[config.mk]
export PLATFORM = sky130hd
export DESIGN_NAME = ctrl_pipe
export DESIGN_NICKNAME = d
export VERILOG_FILES = /design/src/rtl/ctrl_pkg.sv /design/src/rtl/ctrl_stage_reg.sv /design/src/rtl/ctrl_pipe.sv
export SDC_FILE = /design/constraint.sdc
export NUM_CORES = 1
export LEC_CHECK = 0
export CAP_MARGIN = 20
export CORE_UTILIZATION = 50
export DETAILED_ROUTE_END_ITERATION = 8
export GPL_TIMING_DRIVEN = 0
export HOLD_SLACK_MARGIN = 0.03
export MAX_ROUTING_LAYER = met4
export PLACE_DENSITY_LB_ADDON = 0.08
export SLEW_MARGIN = 5
export SYNTH_ARGS = -nofsm -noshare
export SYNTH_HDL_FRONTEND = slang
export SYNTH_SLANG_ARGS = --single-unit
export TNS_END_PERCENT = 5
[constraint.sdc]
create_clock -name clk_i -period 2.4 [get_ports clk_i]
set_clock_uncertainty 0.15 [all_clocks]
set_input_delay 0.24 -clock clk_i [delete_from_list [all_inputs] [get_ports clk_i]]
set_output_delay 0.24 -clock clk_i [all_outputs]
set_load 0.01 [all_outputs]
[src/rtl/ctrl_pkg.sv]
// Shared definitions for the control pipeline: control-word layout,
// forwarding-select encodings and the base RV32I opcodes.
package ctrl_pkg;

  localparam int CTRL_W = 8;

  localparam int CTRL_REGWRITE = 7;
  localparam int CTRL_MEMTOREG = 6;
  localparam int CTRL_MEMREAD  = 5;
  localparam int CTRL_MEMWRITE = 4;
  localparam int CTRL_ALUOP_HI = 3;
  localparam int CTRL_ALUOP_LO = 2;
  localparam int CTRL_ALUSRC   = 1;
  localparam int CTRL_BRANCH   = 0;

  localparam logic [1:0] FWD_RF  = 2'b00;
  localparam logic [1:0] FWD_MEM = 2'b10;
  localparam logic [1:0] FWD_WB  = 2'b01;

  localparam logic [6:0] OPC_R   = 7'b0110011;
  localparam logic [6:0] OPC_I   = 7'b0010011;
  localparam logic [6:0] OPC_LD  = 7'b0000011;
  localparam logic [6:0] OPC_ST  = 7'b0100011;
  localparam logic [6:0] OPC_BEQ = 7'b1100011;

  typedef enum logic [1:0] {
    STG_ADVANCE = 2'b00,
    STG_BUBBLE  = 2'b01,
    STG_HOLD    = 2'b10
  } stage_op_e;

endpackage : ctrl_pkg

[src/rtl/ctrl_stage_reg.sv]
// Generic pipeline stage register: holds when disabled, loads zero on a
// bubble, otherwise captures its input.
module ctrl_stage_reg #(
  parameter int W = 8
) (
  input  logic         clk_i,
  input  logic         rst_ni,
  input  logic         en_i,
  input  logic         bubble_i,
  input  logic [W-1:0] d_i,
  output logic [W-1:0] q_o
);
  import ctrl_pkg::*;

  stage_op_e    op_s;
  logic [W-1:0] stage_d;
  logic [W-1:0] stage_q;

  // Hold has priority over bubble so a frozen pipe never loses its contents.
  always_comb begin
    op_s    = STG_ADVANCE;
    stage_d = d_i;
    if (!en_i) begin
      op_s = STG_HOLD;
    end else if (bubble_i) begin
      op_s = STG_BUBBLE;
    end else begin
      op_s = STG_ADVANCE;
    end
    case (op_s)
      STG_HOLD:    stage_d = stage_q;
      STG_BUBBLE:  stage_d = {W{1'b0}};
      STG_ADVANCE: stage_d = d_i;
      default:     stage_d = {W{1'b0}};
    endcase
  end

  always_ff @(posedge clk_i or negedge rst_ni) begin
    if (!rst_ni) begin
      stage_q <= {W{1'b0}};
    end else begin
      stage_q <= stage_d;
    end
  end

  assign q_o = stage_q;

endmodule : ctrl_stage_reg

[src/rtl/ctrl_pipe.sv]
// Control-bit pipeline ID/EX -> EX/MEM -> MEM/WB with load-use and
// branch-in-ID hazard detection, bubble insertion and EX forwarding selects.
module ctrl_pipe
  import ctrl_pkg::*;
#(
  parameter int BRANCH_IN_ID = 1,
  parameter int REG_AW       = 5
) (
  input  logic              clk_i,
  input  logic              rst_i,
  input  logic              mem_stall_in,
  input  logic [CTRL_W-1:0] id_ctrl_in,
  input  logic [REG_AW-1:0] id_rs1_in,
  input  logic [REG_AW-1:0] id_rs2_in,
  input  logic [REG_AW-1:0] id_rd_in,
  input  logic              id_uses_rs2_in,
  output logic              noop_out,
  output logic              pc_write_out,
  output logic              ifid_write_out,
  output logic [1:0]        ex_aluop_out,
  output logic              ex_alusrc_out,
  output logic [1:0]        fwd_a_out,
  output logic [1:0]        fwd_b_out,
  output logic              mem_memread_out,
  output logic              mem_memwrite_out,
  output logic              wb_regwrite_out,
  output logic              wb_memtoreg_out,
  output logic [REG_AW-1:0] wb_rd_out
);

  localparam int IDEX_W  = (CTRL_W - 1) + 3 * REG_AW;
  localparam int EXMEM_W = 4 + REG_AW;
  localparam int MEMWB_W = 2 + REG_AW;
  localparam logic [REG_AW-1:0] REG_ZERO = {REG_AW{1'b0}};

  logic [IDEX_W-1:0]  idex_d,  idex_q;
  logic [EXMEM_W-1:0] exmem_d, exmem_q;
  logic [MEMWB_W-1:0] memwb_d, memwb_q;

  logic [CTRL_W-1:1]  idex_ctrl_s;
  logic [REG_AW-1:0]  idex_rs1_s, idex_rs2_s, idex_rd_s;
  logic               exmem_regwrite_s, exmem_memtoreg_s;
  logic               exmem_memread_s, exmem_memwrite_s;
  logic [REG_AW-1:0]  exmem_rd_s;
  logic               memwb_regwrite_s, memwb_memtoreg_s;
  logic [REG_AW-1:0]  memwb_rd_s;

  logic load_use_s, br_alu_s, br_load_s, hazard_s, stage_en_s;

  // True when a producer's destination feeds a source the ID instruction reads.
  function automatic logic id_reads(input logic [REG_AW-1:0] r,
                                    input logic [REG_AW-1:0] rs1,
                                    input logic [REG_AW-1:0] rs2,
                                    input logic              uses_rs2);
    return (r != REG_ZERO) && ((r == rs1) || (uses_rs2 && (r == rs2)));
  endfunction

  // Pick the youngest in-flight writer of src; x0 is never forwarded.
  function automatic logic [1:0] fwd_sel(input logic [REG_AW-1:0] src,
                                         input logic              mem_wr,
                                         input logic [REG_AW-1:0] mem_rd,
                                         input logic              wb_wr,
                                         input logic [REG_AW-1:0] wb_rd);
    logic [1:0] sel;
    if (mem_wr && (mem_rd != REG_ZERO) && (mem_rd == src)) begin
      sel = FWD_MEM;
    end else if (wb_wr && (wb_rd != REG_ZERO) && (wb_rd == src)) begin
      sel = FWD_WB;
    end else begin
      sel = FWD_RF;
    end
    return sel;
  endfunction

  assign {idex_ctrl_s, idex_rs1_s, idex_rs2_s, idex_rd_s} = idex_q;
  assign {exmem_regwrite_s, exmem_memtoreg_s, exmem_memread_s,
          exmem_memwrite_s, exmem_rd_s} = exmem_q;
  assign {memwb_regwrite_s, memwb_memtoreg_s, memwb_rd_s} = memwb_q;

  // Load-use stall applies to every instruction type.
  always_comb begin
    load_use_s = 1'b0;
    if (idex_ctrl_s[CTRL_MEMREAD]) begin
      load_use_s = id_reads(idex_rd_s, id_rs1_in, id_rs2_in, id_uses_rs2_in);
    end else begin
      load_use_s = 1'b0;
    end
  end

  // A branch compared in ID needs its operands one stage earlier than the ALU.
  if (BRANCH_IN_ID != 0) begin : g_branch_id
    always_comb begin
      br_alu_s  = 1'b0;
      br_load_s = 1'b0;
      if (id_ctrl_in[CTRL_BRANCH]) begin
        br_alu_s  = idex_ctrl_s[CTRL_REGWRITE] &
                    id_reads(idex_rd_s, id_rs1_in, id_rs2_in, id_uses_rs2_in);
        br_load_s = exmem_memread_s &
                    id_reads(exmem_rd_s, id_rs1_in, id_rs2_in, id_uses_rs2_in);
      end else begin
        br_alu_s  = 1'b0;
        br_load_s = 1'b0;
      end
    end
  end else begin : g_branch_ex
    assign br_alu_s  = 1'b0;
    assign br_load_s = 1'b0;
  end

  assign hazard_s       = load_use_s | br_alu_s | br_load_s;
  assign stage_en_s     = ~mem_stall_in;
  assign noop_out       = hazard_s & ~mem_stall_in;
  assign pc_write_out   = ~hazard_s & ~mem_stall_in;
  assign ifid_write_out = ~hazard_s & ~mem_stall_in;

  // Next-stage payloads; the ID/EX Branch bit is consumed in ID and dropped.
  always_comb begin
    idex_d  = {id_ctrl_in[CTRL_W-1:1], id_rs1_in, id_rs2_in, id_rd_in};
    exmem_d = {idex_ctrl_s[CTRL_REGWRITE], idex_ctrl_s[CTRL_MEMTOREG],
               idex_ctrl_s[CTRL_MEMREAD], idex_ctrl_s[CTRL_MEMWRITE], idex_rd_s};
    memwb_d = {exmem_regwrite_s, exmem_memtoreg_s, exmem_rd_s};
  end

  ctrl_stage_reg #(.W(IDEX_W)) u_idex (
    .clk_i    (clk_i),
    .rst_ni   (rst_i),
    .en_i     (stage_en_s),
    .bubble_i (hazard_s),
    .d_i      (idex_d),
    .q_o      (idex_q)
  );

  ctrl_stage_reg #(.W(EXMEM_W)) u_exmem (
    .clk_i    (clk_i),
    .rst_ni   (rst_i),
    .en_i     (stage_en_s),
    .bubble_i (1'b0),
    .d_i      (exmem_d),
    .q_o      (exmem_q)
  );

  ctrl_stage_reg #(.W(MEMWB_W)) u_memwb (
    .clk_i    (clk_i),
    .rst_ni   (rst_i),
    .en_i     (stage_en_s),
    .bubble_i (1'b0),
    .d_i      (memwb_d),
    .q_o      (memwb_q)
  );

  assign fwd_a_out = fwd_sel(idex_rs1_s, exmem_regwrite_s, exmem_rd_s,
                             memwb_regwrite_s, memwb_rd_s);
  assign fwd_b_out = fwd_sel(idex_rs2_s, exmem_regwrite_s, exmem_rd_s,
                             memwb_regwrite_s, memwb_rd_s);

  assign ex_aluop_out     = idex_ctrl_s[CTRL_ALUOP_HI:CTRL_ALUOP_LO];
  assign ex_alusrc_out    = idex_ctrl_s[CTRL_ALUSRC];
  assign mem_memread_out  = exmem_memread_s;
  assign mem_memwrite_out = exmem_memwrite_s;
  // Writes to x0 are suppressed at the register file port.
  assign wb_regwrite_out  = memwb_regwrite_s & (memwb_rd_s != REG_ZERO);
  assign wb_memtoreg_out  = memwb_memtoreg_s;
  assign wb_rd_out        = memwb_rd_s;

endmodule : ctrl_pipe

==> results.yml, run 1 <==
finish:
  mostFrequentLayoutCells: "clkdlybuf4s50_1 (36), dfrtp_1 (36), xnor2_1 (32), a22o_1 (22), buf_4 (17)"
  utilization_pct: 71.50
  drive_gt1_share_pct: 24.67
  antenna_cells: 0
  synthToLayoutAreaGrowth_pct: 33.52
  design_area_mm2: 0.002696
  layout.nets: 253
  fillers: 267
cts:
  numCtsBuffers: 5
  cts_sinks: 38
  clock_path_buffers: 2
  clkSlewWorstSetupHoldPaths_ps: 70
  htree_levels: 2
  cts_tree: "yes"
  cts-root-buf: "clkbuf_8"
  clk_latency_ps: 290
logic_synthesis:
  seq_area_frac_synth_pct: 47.09
  syn_inst: 168
  syn-num-nets: 195
  ys.flop_type: "dfrtp_1"
  synth_edf_count: 0
  synthArstFlopShare_pct: 100.0
  syn_avg_cell_area_um2: 12.02
  ys_warn_count: 0
  synth-seq-cells: 38
  netlist_area_mm2: 0.002019
  synth.distinct_cells: 25
sta:
  max_slew_margin_pct: 44.34
  worstMarginPinSlew_ps: 835.0
  finalWorstSetupSlack_ps: 49.47
  layout_worst_path_cycle_share_pct: 97.94
  fin_hold_ws_ps: 353.1
  rsz0062_at_grt: "true"
  hold_violations: 0
  min_period_ps: 2351
  fmax_ghz: 0.4254
  finalSetupViolCount: 0
  slew_violations: 0
floorplan:
  dieHeight_um: 65.55
  core_area_mm2: 0.003771
  die_w_um: 65.55
  rows: 22
  initial_core_util_pct: 53.55
  ioPinCount: 46
  die_area_mm2: 0.004297
place:
  io_buffers: 45
  gp_congestion: 0.8267
  pre_cts_ws_ps: -399.4
  placed_area_mm2: 0.002525
  post-dp-hpwl_um: 3175
global_route:
  grt_pass1_wl_um: 7472
  antenna_found_initial: 0
  grt_start_max_net_pins: 39
  grt_pass1_vias: 1492
  track_usage_pct: 24.62
  overflow: 0
flow_run:
  cap_violations: 0
detailed_routing:
  via_count: 1495
  wl_per_cell_um: 16.71
  drtAntennaViolNets: 0
  drt_iter0_drc: 33
  vias_per_cell: 5.436
  dr.pass1.iters: 5
  route.final.wire_length_um: 4595
  drcViolationCount: 0
worst_setup_path:
  r2r-end: "u_idex.q_o[21]"
  r2r-start: "u_exmem.q_o[4]"
  startpoint_type: "flip-flop"
  cp_max_fo: 7
  end_kind: "output pin"
  reg2regPathDepth: 9
  r2r_setup_slack_ps: 400
  path_class: "flip-flop to output pin"
  crit_arrival_ps: 1960
  setup.worst_path.end: "pc_write_out"
  cp-startpoint: "u_exmem.q_o[3]"
  required_ps: 2010
hold_path:
  holdCritPathClass: "flip-flop to flip-flop"
power_and_ir_drop:
  p_seq_share_pct: 43.0
  switching_power_mw: 0.5469
  swShare_pct: 28.78
  leakage_nw: 1.172
  irDropWorstVdd_mv: 0.3988
  powerDensity_mw_per_mm2: 704.8
  combPwrFrac_pct: 30.3
  p_clk_share_pct: 26.7
  internal-power_mw: 1.354
run_status:
  outcome: "finished clean"
[sequential cells by signal, summed over array words and instances (netlist names)]
register / flops
u_exmem.q_o: 9
u_idex.q_o: 22
u_memwb.q_o: 7
[worst min-delay path by stage]
| stage | from | end | slack (ps) | cells past startpoint |
|---|---|---|---|---|
| 5_1_grt | u_exmem.q_o[7] | u_memwb.q_o[5] | 370 | 1 |
| 3_3_place_gp | u_memwb.q_o[6] | u_memwb.q_o[6] | 340 | 1 |
| 2_1_floorplan | rst_i | u_exmem.q_o[0] | -210 | 0 |
| 3_5_place_dp | rst_i | u_memwb.q_o[6] | 240 | 1 |
| 4_1_cts | u_exmem.q_o[7] | u_memwb.q_o[5] | 360 | 1 |
| 6_report | u_exmem.q_o[7] | u_memwb.q_o[5] | 350 | 1 |
[worst max-delay path: stages, from the launching register on]
cell and delay [ps]:
dfrtp_1 360, buf_2 180, xnor2_1 150, nand2_1 100, o22ai_2 90, buf_4 150, a221oi_4 280, buf_6 150
buf_4 100, buf_4 110
[routing by layer]
metal | wire length [µm] | track usage, % | up-vias
met3 | 156 | 3.646 | 5
met5 | 0 | - | -
met2 | 2312 | 41.49 | 39
met1 | 2071 | 29.93 | 745
met4 | 55 | 8.967 | 0
li1 | - | - | 706
[cell families (layout without fill, tap and decap cells)]
logic type	after synthesis	count (layout)	synth area share, %
buf+inv	20	79	6.939
xor+xnor	40	40	17.35
mux	16	16	8.922
flops	38	38	47.09
simple gates	25	25	6.815
compound gates	29	29	12.89
[synthesized netlist by cell type, types with 2 or more instances]
master,instances,area [µm²]
nor4_1,4,25.02
clkbuf_1,4,15.01
nand4_1,4,25.02
nor2_1,3,11.26
nand2_1,6,22.52
mux2_2,16,180.2
buf_6,3,33.78
buf_4,11,82.58
xor2_1,8,70.07
xnor2_1,32,280.3
a22o_1,22,192.7
dfrtp_1,38,950.9
nand3_1,4,20.02
a21oi_1,2,10.01
[cell type report]
cell class              count  area [µm²]  area share, %
well taps                  48       60.06          2.227
multi-input cells         110       947.2          35.13
plain buffers              19       136.4          5.058
clock buffers               8       110.1          4.084
repair buffers             51       485.5          18.00
flip-flops and latches     38       953.4          35.36
inverters                   1       3.754         0.1392
[stage by stage]
step                TNS, ps  power (mW)  cells
floorplan                 0       1.166    168
global placement     -676.6       1.368    261
detailed placement   -827.4       1.384    261
CTS                  -118.4       1.898    273
global route         -15.64       1.989    275
finish                    0       1.901    275
[power by group through the flow]
stage	logic, mW	registers, mW	clock network [mW]
after global placement	0.544	0.824	0
after detailed placement	0.555	0.829	0
after floorplan	0.358	0.808	0
final	0.576	0.818	0.507
after CTS	0.572	0.816	0.510
after global routing	0.620	0.831	0.537
[repair_timing]
action | CTS | global route
endpoints found under the setup margin | 7 | 5
gates resized for setup | 10 | 8
hold buffers | 1 | 0
hold endpoints to repair | 38 | 0
buffers inserted | 3 | 2
pin swaps | 1 | 3
Power figures use the tool's default switching activity.
==> inputs of run 2 (changes only) <==
--- a/config.mk
+++ b/config.mk
@@ -11,7 +11,7 @@
 export GPL_TIMING_DRIVEN = 0
 export HOLD_SLACK_MARGIN = 0.03
 export MAX_ROUTING_LAYER = met4
-export PLACE_DENSITY_LB_ADDON = 0.08
+export PLACE_DENSITY = 0.8
 export SLEW_MARGIN = 5
 export SYNTH_ARGS = -nofsm -noshare
 export SYNTH_HDL_FRONTEND = slang
==> run 2 against run 1 <==
Worst hold slack got worse by 170 ps. Sequential power about the same. Worst setup slack got worse by 42 ps. Clock power increased by 28%. Highest routed layer unchanged. Maximum frequency decreased by 1.7%. Core utilization increased by 0.53 points. Non-clock buffer count decreased by 1. Wire length decreased by 2.3%. Sequential share of layout area decreased by 0.21 points. Register-to-register slack about the same. Largest cell class unchanged.
==> results.yml, run 2 (synthesis results as in run 1) <==
sta:
  min_period_ps: 2392
  worstMarginPinSlew_ps: 825.5
  layout_worst_path_cycle_share_pct: 99.67
  slew_violations: 0
  finalSetupViolCount: 0
  rsz0062_at_grt: "true"
  max_slew_margin_pct: 44.96
  fin_hold_ws_ps: 185.9
  hold_violations: 0
  fmax_ghz: 0.4180
cts:
  cts_sinks: 38
  clk_latency_ps: 290
  clock_path_buffers: 2
  htree_levels: 2
  cts_tree: "yes"
  numCtsBuffers: 5
  cts-root-buf: "clkbuf_8"
  clkSlewWorstSetupHoldPaths_ps: 80
worst_setup_path:
  end_kind: "output pin"
  r2r-end: "u_idex.q_o[21]"
  startpoint_type: "flip-flop"
  setup.worst_path.end: "ifid_write_out"
  r2r_setup_slack_ps: 410
  cp_max_fo: 7
  cp-startpoint: "u_exmem.q_o[1]"
  required_ps: 2010
  r2r-start: "u_exmem.q_o[1]"
  path_class: "flip-flop to output pin"
  reg2regPathDepth: 9
  crit_arrival_ps: 2000
finish:
  layout.nets: 252
  drive_gt1_share_pct: 25.22
  design_area_mm2: 0.002716
  largest_register_ffs: 22
  antenna_cells: 0
  mostFrequentLayoutCells: "clkdlybuf4s50_1 (35), dfrtp_1 (35), xnor2_1 (32), a22o_1 (22)"
  synthToLayoutAreaGrowth_pct: 34.51
place:
  io_buffers: 45
  post-dp-hpwl_um: 3261
  gp_congestion: 0.9068
  placed_area_mm2: 0.002525
global_route:
  overflow: 0
  antenna_found_initial: 0
  grt_pass1_vias: 1479
  grt_pass1_wl_um: 7369
  track_usage_pct: 24.10
  grt_start_max_net_pins: 39
detailed_routing:
  vias_per_cell: 5.332
  dr.pass1.iters: 6
  via_count: 1461
  drcViolationCount: 0
  drtAntennaViolNets: 0
  wl_per_cell_um: 16.39
  route.final.wire_length_um: 4491
  drt_iter0_drc: 37
flow_run:
  cap_violations: 0
power_and_ir_drop:
  irDropWorstVdd_mv: 0.4683
  powerDensity_mw_per_mm2: 751.9
  finalPower_mw: 2.042
  leakage_nw: 1.180
floorplan:
  rows: 22
  die_w_um: 65.55
  initial_core_util_pct: 53.55
  ioPinCount: 46
  dieHeight_um: 65.55
  core_area_mm2: 0.003771
  die_area_mm2: 0.004297
hold_path:
  hold_depth: 2
  holdCritPathClass: "input pin to flip-flop"
run_status:
  outcome: "finished clean"
[run 2: cell count changes in the layout (fill, tap and decap cells not counted)]
cell,previous run,this run
clkbuf_8,8,5
bufinv_16,0,2
buf_4,17,16
clkbuf_2,1,2
clkdlybuf4s50_1,36,35
clkinv_4,0,1
dfrtp_1,36,35
dfrtp_2,2,3
dlygate4sd1_1,1,0
dlymetal6s2s_1,2,3
[run 2: timing repair]
item	4_1_cts	5_1_grt
endpoints found under the setup margin	7	6
resized for setup	10	12
hold buffers	1	0
buffers inserted	2	2
pin swaps	2	2
hold endpoints to repair	38	0
[run 2: layout make-up]
class                           instances  area (µm²)
Tap cell                               48       60.06
Sequential cell                        38       954.7
Fill cell                             259        1055
Clock buffer                            5       68.82
Buffer                                 19       136.4
Clock inverter                          3       68.82
Inverter                                1       3.754
Timing Repair Buffer                   50       476.7
Multi-Input combinational cell        110       947.2
[run 2: through the flow]
step	setup TNS (ps)	std cells	setup slack, ps	util (%)
global route	-139.6	274	-98.19	72.03
finish	0	274	7.921	72.03
floorplan	0	168	482.5	-
global placement	-708.0	261	-341.6	67.09
detailed placement	-811.3	261	-384.5	66.95
CTS	-110.7	272	-110.7	71.53
[run 2: worst min-delay path by stage]
| stage | endpoint | startpoint | slack [ps] |
|---|---|---|---|
| 2_1_floorplan | u_exmem.q_o[0] | rst_i | -210 |
| 3_3_place_gp | u_memwb.q_o[5] | u_exmem.q_o[7] | 330 |
| 3_5_place_dp | u_memwb.q_o[6] | rst_i | 230 |
| 4_1_cts | u_idex.q_o[20] | u_idex.q_o[20] | 370 |
| 5_1_grt | u_idex.q_o[14] | id_rs1_in[4] | 210 |
| 6_report | u_idex.q_o[14] | id_rs1_in[4] | 190 |
[run 2: per-layer routing]
metal / wire, µm / up-vias / track usage [%]
li1: - / 700 / -
met1: 1993 / 710 / 29.78
met2: 2298 / 46 / 39.43
met3: 166 / 5 / 5.556
met4: 32 / 0 / 7.065
met5: 0 / - / -
[run 2: where the power goes]
part	internal (mW)	switching [mW]
Clock	0.416	0.234
Combinational	0.335	0.237
Sequential	0.727	0.0929
[run 2: worst max-delay path, cell delays in order, from the launching register on]
cell           delay (ps)
dfrtp_1               370
buf_4                 170
xnor2_1               120
nand4_1               110
o22ai_2               100
buf_4                 150
a221oi_4              270
buf_6                 150
dlygate4sd2_1         260
